### src/rtl/marquee_if.sv
// Bundle between the marquee controller and the board: debounced buttons and
// visible characters come in, rotate/load strobes and the digit scan go out.
interface marquee_if #(
    parameter int CHAR_W = 4
);
    logic              btn_pause;
    logic              btn_step;
    logic              btn_dir;
    logic              btn_reload;
    logic [CHAR_W-1:0] char0;
    logic [CHAR_W-1:0] char1;
    logic [CHAR_W-1:0] char2;
    logic [CHAR_W-1:0] char3;
    logic              shift_en;
    logic              shift_dir;
    logic              load;
    logic [3:0]        digit_sel;
    logic [CHAR_W-1:0] digit_code;
    logic [1:0]        state;

    // Controller side: reads buttons and characters, drives strobes and scan.
    modport master (
        input  btn_pause, btn_step, btn_dir, btn_reload,
        input  char0, char1, char2, char3,
        output shift_en, shift_dir, load, digit_sel, digit_code, state
    );

    // Board / datapath side.
    modport slave (
        output btn_pause, btn_step, btn_dir, btn_reload,
        output char0, char1, char2, char3,
        input  shift_en, shift_dir, load, digit_sel, digit_code, state
    );
endinterface

### src/rtl/marquee_ctrl.sv
// Marquee sequencer: synchronizes the buttons, runs the IDLE/LOAD/RUN/PAUSE
// state machine that strobes the rotating register, and scans the four
// seven-segment digits over one shared code bus.
module marquee_ctrl #(
    parameter int STEP_DIV = 25000000,
    parameter int SCAN_DIV = 100000,
    parameter int CHAR_W   = 4
) (
    input  logic       clk,
    input  logic       rst_n,
    marquee_if.master  bus
);

    localparam int STEP_W = $clog2(STEP_DIV);
    localparam int SCAN_W = $clog2(SCAN_DIV);
    localparam logic [STEP_W-1:0] STEP_LAST = STEP_W'(STEP_DIV - 1);
    localparam logic [SCAN_W-1:0] SCAN_LAST = SCAN_W'(SCAN_DIV - 1);

    typedef enum logic [1:0] {
        IDLE  = 2'd0,
        LOAD  = 2'd1,
        RUN   = 2'd2,
        PAUSE = 2'd3
    } state_e;

    // Button bit order: {reload, dir, step, pause}
    logic [3:0] btn_raw;
    logic [3:0] sync1_q;
    logic [3:0] sync2_q;
    logic [3:0] prev_q;
    logic [3:0] pulse;
    logic       pause_pulse;
    logic       step_pulse;
    logic       dir_pulse;
    logic       reload_pulse;

    state_e            state_q;
    logic [STEP_W-1:0] step_cnt_q;
    logic              shift_en_q;
    logic              shift_dir_q;
    logic              load_q;

    logic [SCAN_W-1:0] scan_cnt_q;
    logic [SCAN_W-1:0] scan_cnt_d;
    logic [1:0]        idx_q;
    logic [1:0]        idx_d;
    logic [3:0]        digit_sel_q;
    logic [3:0]        digit_sel_d;
    logic [CHAR_W-1:0] digit_code_q;
    logic [CHAR_W-1:0] digit_code_d;
    logic              scan_wrap;

    assign btn_raw = {bus.btn_reload, bus.btn_dir, bus.btn_step, bus.btn_pause};

    // Two-flop synchronizer followed by an edge-detect flop for every button.
    always_ff @(posedge clk or negedge rst_n) begin
        if (!rst_n) begin
            sync1_q <= '0;
            sync2_q <= '0;
            prev_q  <= '0;
        end else begin
            sync1_q <= btn_raw;
            sync2_q <= sync1_q;
            prev_q  <= sync2_q;
        end
    end

    // A pulse lasts one cycle however long the button stays high.
    assign pulse        = sync2_q & ~prev_q;
    assign pause_pulse  = pulse[0];
    assign step_pulse   = pulse[1];
    assign dir_pulse    = pulse[2];
    assign reload_pulse = pulse[3];

    // Sequencer FSM with step timer; reload beats pause beats step, and the
    // losers are dropped. Direction toggles independently outside IDLE/LOAD.
    always_ff @(posedge clk or negedge rst_n) begin
        if (!rst_n) begin
            state_q     <= IDLE;
            step_cnt_q  <= '0;
            shift_en_q  <= 1'b0;
            shift_dir_q <= 1'b0;
            load_q      <= 1'b0;
        end else begin
            shift_en_q <= 1'b0;
            load_q     <= 1'b0;
            step_cnt_q <= '0;
            if (dir_pulse && (state_q == RUN || state_q == PAUSE)) begin
                shift_dir_q <= ~shift_dir_q;
            end
            case (state_q)
                IDLE: begin
                    state_q <= LOAD;
                    load_q  <= 1'b1;
                end
                LOAD: begin
                    state_q <= RUN;
                end
                RUN: begin
                    if (reload_pulse) begin
                        state_q <= LOAD;
                        load_q  <= 1'b1;
                    end else if (pause_pulse) begin
                        state_q <= PAUSE;
                    end else if (step_cnt_q == STEP_LAST) begin
                        shift_en_q <= 1'b1;
                    end else begin
                        step_cnt_q <= step_cnt_q + STEP_W'(1);
                    end
                end
                PAUSE: begin
                    if (reload_pulse) begin
                        state_q <= LOAD;
                        load_q  <= 1'b1;
                    end else if (pause_pulse) begin
                        state_q <= RUN;
                    end else if (step_pulse) begin
                        shift_en_q <= 1'b1;
                    end
                end
                default: begin
                    state_q <= IDLE;
                end
            endcase
        end
    end

    // Scan next-state: the code is picked with the index being loaded this
    // cycle so digit_sel and digit_code always switch on the same edge.
    always_comb begin
        scan_wrap    = (scan_cnt_q == SCAN_LAST);
        scan_cnt_d   = scan_wrap ? '0 : scan_cnt_q + SCAN_W'(1);
        idx_d        = scan_wrap ? idx_q + 2'd1 : idx_q;
        digit_sel_d  = ~(4'b0001 << idx_d);
        digit_code_d = '0;
        case (idx_d)
            2'd0:    digit_code_d = bus.char0;
            2'd1:    digit_code_d = bus.char1;
            2'd2:    digit_code_d = bus.char2;
            default: digit_code_d = bus.char3;
        endcase
    end

    // Scan registers run continuously outside reset.
    always_ff @(posedge clk or negedge rst_n) begin
        if (!rst_n) begin
            scan_cnt_q   <= '0;
            idx_q        <= 2'd0;
            digit_sel_q  <= 4'b1110;
            digit_code_q <= '0;
        end else begin
            scan_cnt_q   <= scan_cnt_d;
            idx_q        <= idx_d;
            digit_sel_q  <= digit_sel_d;
            digit_code_q <= digit_code_d;
        end
    end

    assign bus.shift_en   = shift_en_q;
    assign bus.shift_dir  = shift_dir_q;
    assign bus.load       = load_q;
    assign bus.state      = state_q;
    assign bus.digit_sel  = digit_sel_q;
    assign bus.digit_code = digit_code_q;

endmodule

### src/flat_wrapper.sv
// flat-port wrapper written by rule: the top's interface ports become plain ports
module marquee_ctrl_flat 
#(
    parameter int STEP_DIV = 25000000,
    parameter int SCAN_DIV = 100000,
    parameter int CHAR_W   = 4
)
  (clk, rst_n, bus_btn_pause, bus_btn_step, bus_btn_dir, bus_btn_reload, bus_char0, bus_char1, bus_char2, bus_char3, bus_shift_en, bus_shift_dir, bus_load, bus_digit_sel, bus_digit_code, bus_state);
  marquee_if #(.CHAR_W(CHAR_W)) bus_i ();
  input  logic clk;
  input  logic rst_n;
  input wire logic [$bits(bus_i.btn_pause)-1:0] bus_btn_pause;
  input wire logic [$bits(bus_i.btn_step)-1:0] bus_btn_step;
  input wire logic [$bits(bus_i.btn_dir)-1:0] bus_btn_dir;
  input wire logic [$bits(bus_i.btn_reload)-1:0] bus_btn_reload;
  input wire logic [$bits(bus_i.char0)-1:0] bus_char0;
  input wire logic [$bits(bus_i.char1)-1:0] bus_char1;
  input wire logic [$bits(bus_i.char2)-1:0] bus_char2;
  input wire logic [$bits(bus_i.char3)-1:0] bus_char3;
  output wire logic [$bits(bus_i.shift_en)-1:0] bus_shift_en;
  output wire logic [$bits(bus_i.shift_dir)-1:0] bus_shift_dir;
  output wire logic [$bits(bus_i.load)-1:0] bus_load;
  output wire logic [$bits(bus_i.digit_sel)-1:0] bus_digit_sel;
  output wire logic [$bits(bus_i.digit_code)-1:0] bus_digit_code;
  output wire logic [$bits(bus_i.state)-1:0] bus_state;
  assign bus_i.btn_pause = bus_btn_pause;
  assign bus_i.btn_step = bus_btn_step;
  assign bus_i.btn_dir = bus_btn_dir;
  assign bus_i.btn_reload = bus_btn_reload;
  assign bus_i.char0 = bus_char0;
  assign bus_i.char1 = bus_char1;
  assign bus_i.char2 = bus_char2;
  assign bus_i.char3 = bus_char3;
  assign bus_shift_en = bus_i.shift_en;
  assign bus_shift_dir = bus_i.shift_dir;
  assign bus_load = bus_i.load;
  assign bus_digit_sel = bus_i.digit_sel;
  assign bus_digit_code = bus_i.digit_code;
  assign bus_state = bus_i.state;
  marquee_ctrl #(.STEP_DIV(STEP_DIV), .SCAN_DIV(SCAN_DIV), .CHAR_W(CHAR_W)) u_core (.clk(clk), .rst_n(rst_n), .bus(bus_i));
endmodule
### config.mk
export PLATFORM = sky130hd
export DESIGN_NAME = marquee_ctrl_flat
export DESIGN_NICKNAME = d
export VERILOG_FILES = /design/src/rtl/marquee_if.sv /design/src/rtl/marquee_ctrl.sv /design/src/flat_wrapper.sv
export SDC_FILE = /design/constraint.sdc
export NUM_CORES = 1
export LEC_CHECK = 0
export CAP_MARGIN = 25
export CORE_AREA = 2 2 75 77
export CTS_BUF_LIST = sky130_fd_sc_hd__clkbuf_8
export DETAILED_ROUTE_END_ITERATION = 8
export DIE_AREA = 0 0 77 79
export GPL_TIMING_DRIVEN = 0
export PLACE_DENSITY = 0.83
export RECOVER_POWER = 50
export SYNTH_ARGS = -nofsm -noshare
export SYNTH_HDL_FRONTEND = slang
export SYNTH_SLANG_ARGS = --single-unit
export TNS_END_PERCENT = 20
### constraint.sdc
create_clock -name clk -period 3.8 [get_ports clk]
set_input_delay 0.57 -clock clk [delete_from_list [all_inputs] [get_ports clk]]
set_output_delay 0.57 -clock clk [all_outputs]
set_load 0.005 [all_outputs]
Word level (Yosys, flattened, before mapping)
Cells that the tools add are included.

cells by class
  add/sub/neg operators = 3
  equal/unequal tests = 9
  shift-type cells = 1
  mux-type cells = 21
  bitwise gates (word level) = 4
  reduce and logical (&&, ||, !) cells = 6

operators by type and width
  operator               number
  $mux 25                4
  $add 25x1->25 const B  1
  $eq 25x25->1 const B   1
  $add 17x1->17 const B  1
  $eq 17x17->1 const B   1
  $mux 17                1
  $pmux 4 s3             1
  $mux 2                 5
  $not 4->4              2
  $pmux 2 s4             1
  $mux 1                 7
  $eq 2x2->1 const B     3
  $ne 3x1->1 const B     2
  $and 4x4->4            1
  $eq 2x1->1 const B     2
  $logic_not 2->1        2
  $pmux 1 s2             2
  $shl 1x2->4 const A    1
  $add 2x1->2 const B    1
  $reduce_and 2->1       1
  $reduce_or 2->1        1
  $logic_and 1x1->1      1
  $logic_or 1x1->1       1
  $not 1->1              1

storage, ports and cells
  register bits = 69
  bits of input ports = 22
  output and inout port bits = 13
  logic and storage cells = 56

Logic depth before layout (Yosys ltp)
  depth in word-level cells = 6
  depth in mapped cells = 8
  mapped depth without buffers = 6

Worst setup path before layout
Ideal clock, no wire load.

  kind = flip-flop to flip-flop
  start = register u_core.scan_cnt_q[12]
  end = register u_core.digit_code_q[0] (netlist: u_core.bus.digit_code[0])
  library setup time = 0.139 ns
  data arrival time = 2.069 ns
  required time = 3.661 ns
  path slack = 1.592 ns
  cell stages (with the launch flop) = 7
  buffers on the path = 1
  clock period less this slack = 2.208 ns
  cell sequence = dfrtp_1 > or4b_4 > or4b_4 > buf_6 > and3_1 > a311oi_1 > nand4_1

between the ends
  longest elaborated chain between the ends = 4
  elaborated cells between the ends (all ways) = 6
  those cells by class = eq/ne (3); mux (2); reduce/logical (1)

ends and longest elaborated chain
  what                                line                 text
  start, declared                     marquee_ctrl.sv:43   logic [SCAN_W-1:0] scan_cnt_q;
  start signal, assigned              marquee_ctrl.sv:152  scan_cnt_q <= scan_cnt_d;
  $eq 17x17->1 (*)                    marquee_ctrl.sv:131  scan_wrap = (scan_cnt_q == SCAN_LAST);
  $mux 2 (*)                          marquee_ctrl.sv:133  idx_d = scan_wrap ? idx_q + 2'd1 : idx_q;
  $eq 2x2->1 (tied with other cells)  marquee_ctrl.sv:136  case (idx_d)
  $pmux 4 s3 (*)                      marquee_ctrl.sv:136
  named net u_core.digit_code_d[0]    marquee_ctrl.sv:50   logic [CHAR_W-1:0] digit_code_d;
  end signal, assigned                marquee_ctrl.sv:155  digit_code_q <= digit_code_d;
  end, declared                       marquee_ctrl.sv:49   logic [CHAR_W-1:0] digit_code_q;

Mark *: on every way through the listed nets, which the timed path passes. The rest lies on a longest branch.
A chain may end at the register's enable or synchronous reset.

Final worst setup path
Ends and elaborated chain as after synthesis.

==> impl_results.md <==
* Number of flops mapped to enable cells by yosys at 0
* Number of antenna diodes at 0
* First-pass GRT wire length at 10300 um
* GRT Util Overall at 21.3%
* Number of max-cap violations at 1
* CTS resizes at 0
* Design Area, Final at 0.00372 mm^2
* Worst hold margin at 353 ps
* CP arrival at 2710 ps
* Fmax at 409 MHz
* Post-Syn Nets at 314
* Clk root buf: clkbuf_8
* Peak VDD IR at 312 uV
* CP endpoint kind: flip-flop
* Final min period at between 2000 and 2500 ps
* Top-count cell post-synth: dfrtp_1
* Seq/Total Area, Yosys at 56.0%
* Final setup margin at 1350 ps
* Clock sink total at 69
* CP peak stage delay at 640 ps
* Hold endpoint: u_core.sync2_q[3]
* Fraction of registers with async set/reset at 100%
* Vias after detailed routing at between 2000 and 2500
* CP Max Fanout at 10
* Io pins at 35
* Worst r2r path cells at 5
* Seq cells post-synth at 69
* Failing checks: max-capacitance violations, max-slew violations
* Critical-path cell list: or4b_4 -> nor4b_2 -> clkbuf_1 -> nand3_1 -> nand4_1
* Worst-path clk slew at 80 ps
* Initial antenna violation count at 0
* Pin slew with the least headroom to its limit at 1610 ps
* Clk_lat worst skew at ~340 ps
* DR DRC count at 0
* Largest net degree at the start of global routing at 70
* Synth area leader: dfrtp_1
* Yosys cell types at 39
* CTS Buffer Depth at 2
* Area growth from synthesis to layout at 20.5%
* Fin nets at around 360
* Power per cell area at roughly 420 mW/mm^2
* DRT Wirelength at 5970 um
* Mapped Area at a little over 0.003 mm^2
* Worst EP required at 4070 ps
* GP Congestion at 0.810
* Commonest cells post-synth: dfrtp_1 (66), nor2_1 (38), nand3_1 (24)
* # hold bufs at CTS at 0
* Total Neg Setup Slack at 0 ps
* WL/cell at between 10 and 15 um
* Avg Vias per Cell at 5.57
* Ys Warns at 0
* Cell Rows at 27
* Number of buffers inserted by port buffering at 34
* Max H-tree Level at 3
* Drt first-iter violations at 113
* Startpoint types: flip-flop
* Total power at ~1.6 mW
* Tcrit/Tclk final at 64.4%
* R2r setup slk at between 1000 and 1500 ps
* Initial Util at 57.9%
* Number of routed nets with antenna violations at 0
* Chip height at around 80 um
* RR Endpoint: u_core.bus.digit_code[0]
* Slew Limit Headroom at -7.58%
* Top post-synthesis cells by area: dfrtp_1 (53%), xor2_1 (6.5%), xnor2_1 (4.8%), nor2_1 (4.6%), nand3_1 (3.9%)
* Congestion Overflow GR at 0
* Critical R2R Launch: u_core.scan_cnt_q[12]
* DIE WIDTH at 77 um
* Hold Crit Start: u_core.sync1_q[3]
* CP max-delay cell: nor4b_2
* WHS Path Cells at 0
* HPWL Detailed at 4120 um
* Proportion of layout cells with a drive suffix above 1 at 8.53%
* Num CTS Buffers at 9
* TritonRoute pass-1 iters at 4
* # Post-CTS Setup Buffers at 0
* Final setup viols at 0
* DIE AREA at around 0.006 mm^2
* Worst min path class: flip-flop to flip-flop
* Static Leak at 1.56 nW
* Final Hold Viols at 0
* Synth Instances at 290
* Pre-CTS setup slack at about 1400 ps
* Vias in the first global route at 2402
* Main synth FF type: dfrtp_1
* Outcome: finished, violations left
* Crit path kind: flip-flop to flip-flop
* CTS tree: built
* Layout Skew at 13.6 ps
* Mean Syn Cell Area at 10.6 um^2
* Slew Viols, Final at 70
* Core outline area at approximately 0.0053 mm^2
* Top cell type's share of synthesized area at 53.5%
* Area post-placement at between 0.003 and 0.004 mm^2
* Unrepaired setup endpoints after global routing: no
[per-stage QoR]
stage / cells / util (%)
2_1_floorplan: 290 / -
3_3_place_gp: 396 / 65.9
3_5_place_dp: 396 / 65.9
4_1_cts: 412 / 69.8
5_1_grt: 412 / 69.7
6_report: 412 / 69.7
[worst max-delay path: cells and delay by family (launching register included)]
kind,cells,cell delay (ps)
DFF,1,440
buffers and inverters,1,470
and+or+nand+nor,4,1480
[final cells by class]
cell class | instances | area, um^2
repair buffers | 34 | 335
inverters | 4 | 15.0
well taps | 72 | 90.1
plain buffers | 11 | 50.0
multi-input cells | 206 | 1290
flip-flops and latches | 69 | 1730
clock buffers | 10 | 138
fillers | 423 | 1620
clock inverters | 6 | 70.1
[report_power, final]
group          switching (mW)  leakage, nW  internal [mW]
clock                   0.287       0.0955          0.325
combinational          0.0754        0.573         0.0811
sequential             0.0314        0.892          0.768
[placed cells by master (no fill, tap or decap), types with 2 or more instances in the layout]
cell	instances
or3_1	2
clkbuf_1	8
dfrtp_1	66
nor2_1	38
inv_6	2
clkinvlp_4	3
nor2b_1	2
or2_2	2
and2_1	4
a31oi_1	4
mux2i_1	2
xnor2_1	17
ha_1	2
or4b_4	2
nand2_1	21
nand3_1	24
dfstp_2	3
nor3_1	2
clkdlybuf4s50_1	29
a311oi_1	4
nand3b_1	2
and3_1	14
inv_1	4
and4_1	3
nand4_1	16
a21oi_1	5
nor4_1	2
xor2_1	23
clkbuf_8	10
nand2b_1	5
dlygate4sd3_1	4
[sequential cells by signal, indices dropped and copies added (netlist names)]
name / count
u_core.sync1_q: 4
u_core.prev_q: 4
u_core.idx_q: 2
u_core.scan_cnt_q: 17
u_core.step_cnt_q: 25
u_core.sync2_q: 4
u_core.bus.load: 1
u_core.bus.shift_dir: 1
u_core.bus.shift_en: 1
u_core.bus.digit_code: 4
u_core.bus.state: 2
u_core.bus.digit_sel: 4
[worst max path at each step]
stage / endpoint / cells after the start / startpoint / slack [ps]
after global routing: u_core.step_cnt_q[8] / 8 / u_core.step_cnt_q[0] / 1210
after floorplan: u_core.bus.digit_code[0] / 6 / u_core.scan_cnt_q[12] / 1590
after detailed placement: u_core.bus.digit_code[0] / 5 / u_core.scan_cnt_q[12] / 1410
after global placement: u_core.idx_q[1] / 1 / rst_n / -20
final: u_core.bus.digit_code[0] / 5 / u_core.scan_cnt_q[12] / 1350
after CTS: u_core.bus.digit_code[1] / 5 / u_core.scan_cnt_q[12] / 1380
[layer usage]
layer / up-vias / share of wire [%] / global-route usage (%)
met4: 0 / 1.1 / 9.82
li1: 1100 / - / -
met1: 1101 / 43 / 24.8
met5: - / 0 / 0
met2: 86 / 51 / 37.5
met3: 8 / 5.3 / 5.34
[kinds of logic after synthesis]
logic type               count (synthesis)  share of synthesized area, %
AND/OR/NAND/NOR                        147                          25.8
flip-flops                              69                          56.0
multiplexers                             2                         0.648
AO/OA/AOI/OAI                           15                          3.24
XOR/XNOR                                40                          11.3
buffers and inverters                   15                          2.11
adder cells (fa/ha/maj)                  2                         0.810
Note: power is estimated with default switching activity, not from simulation.
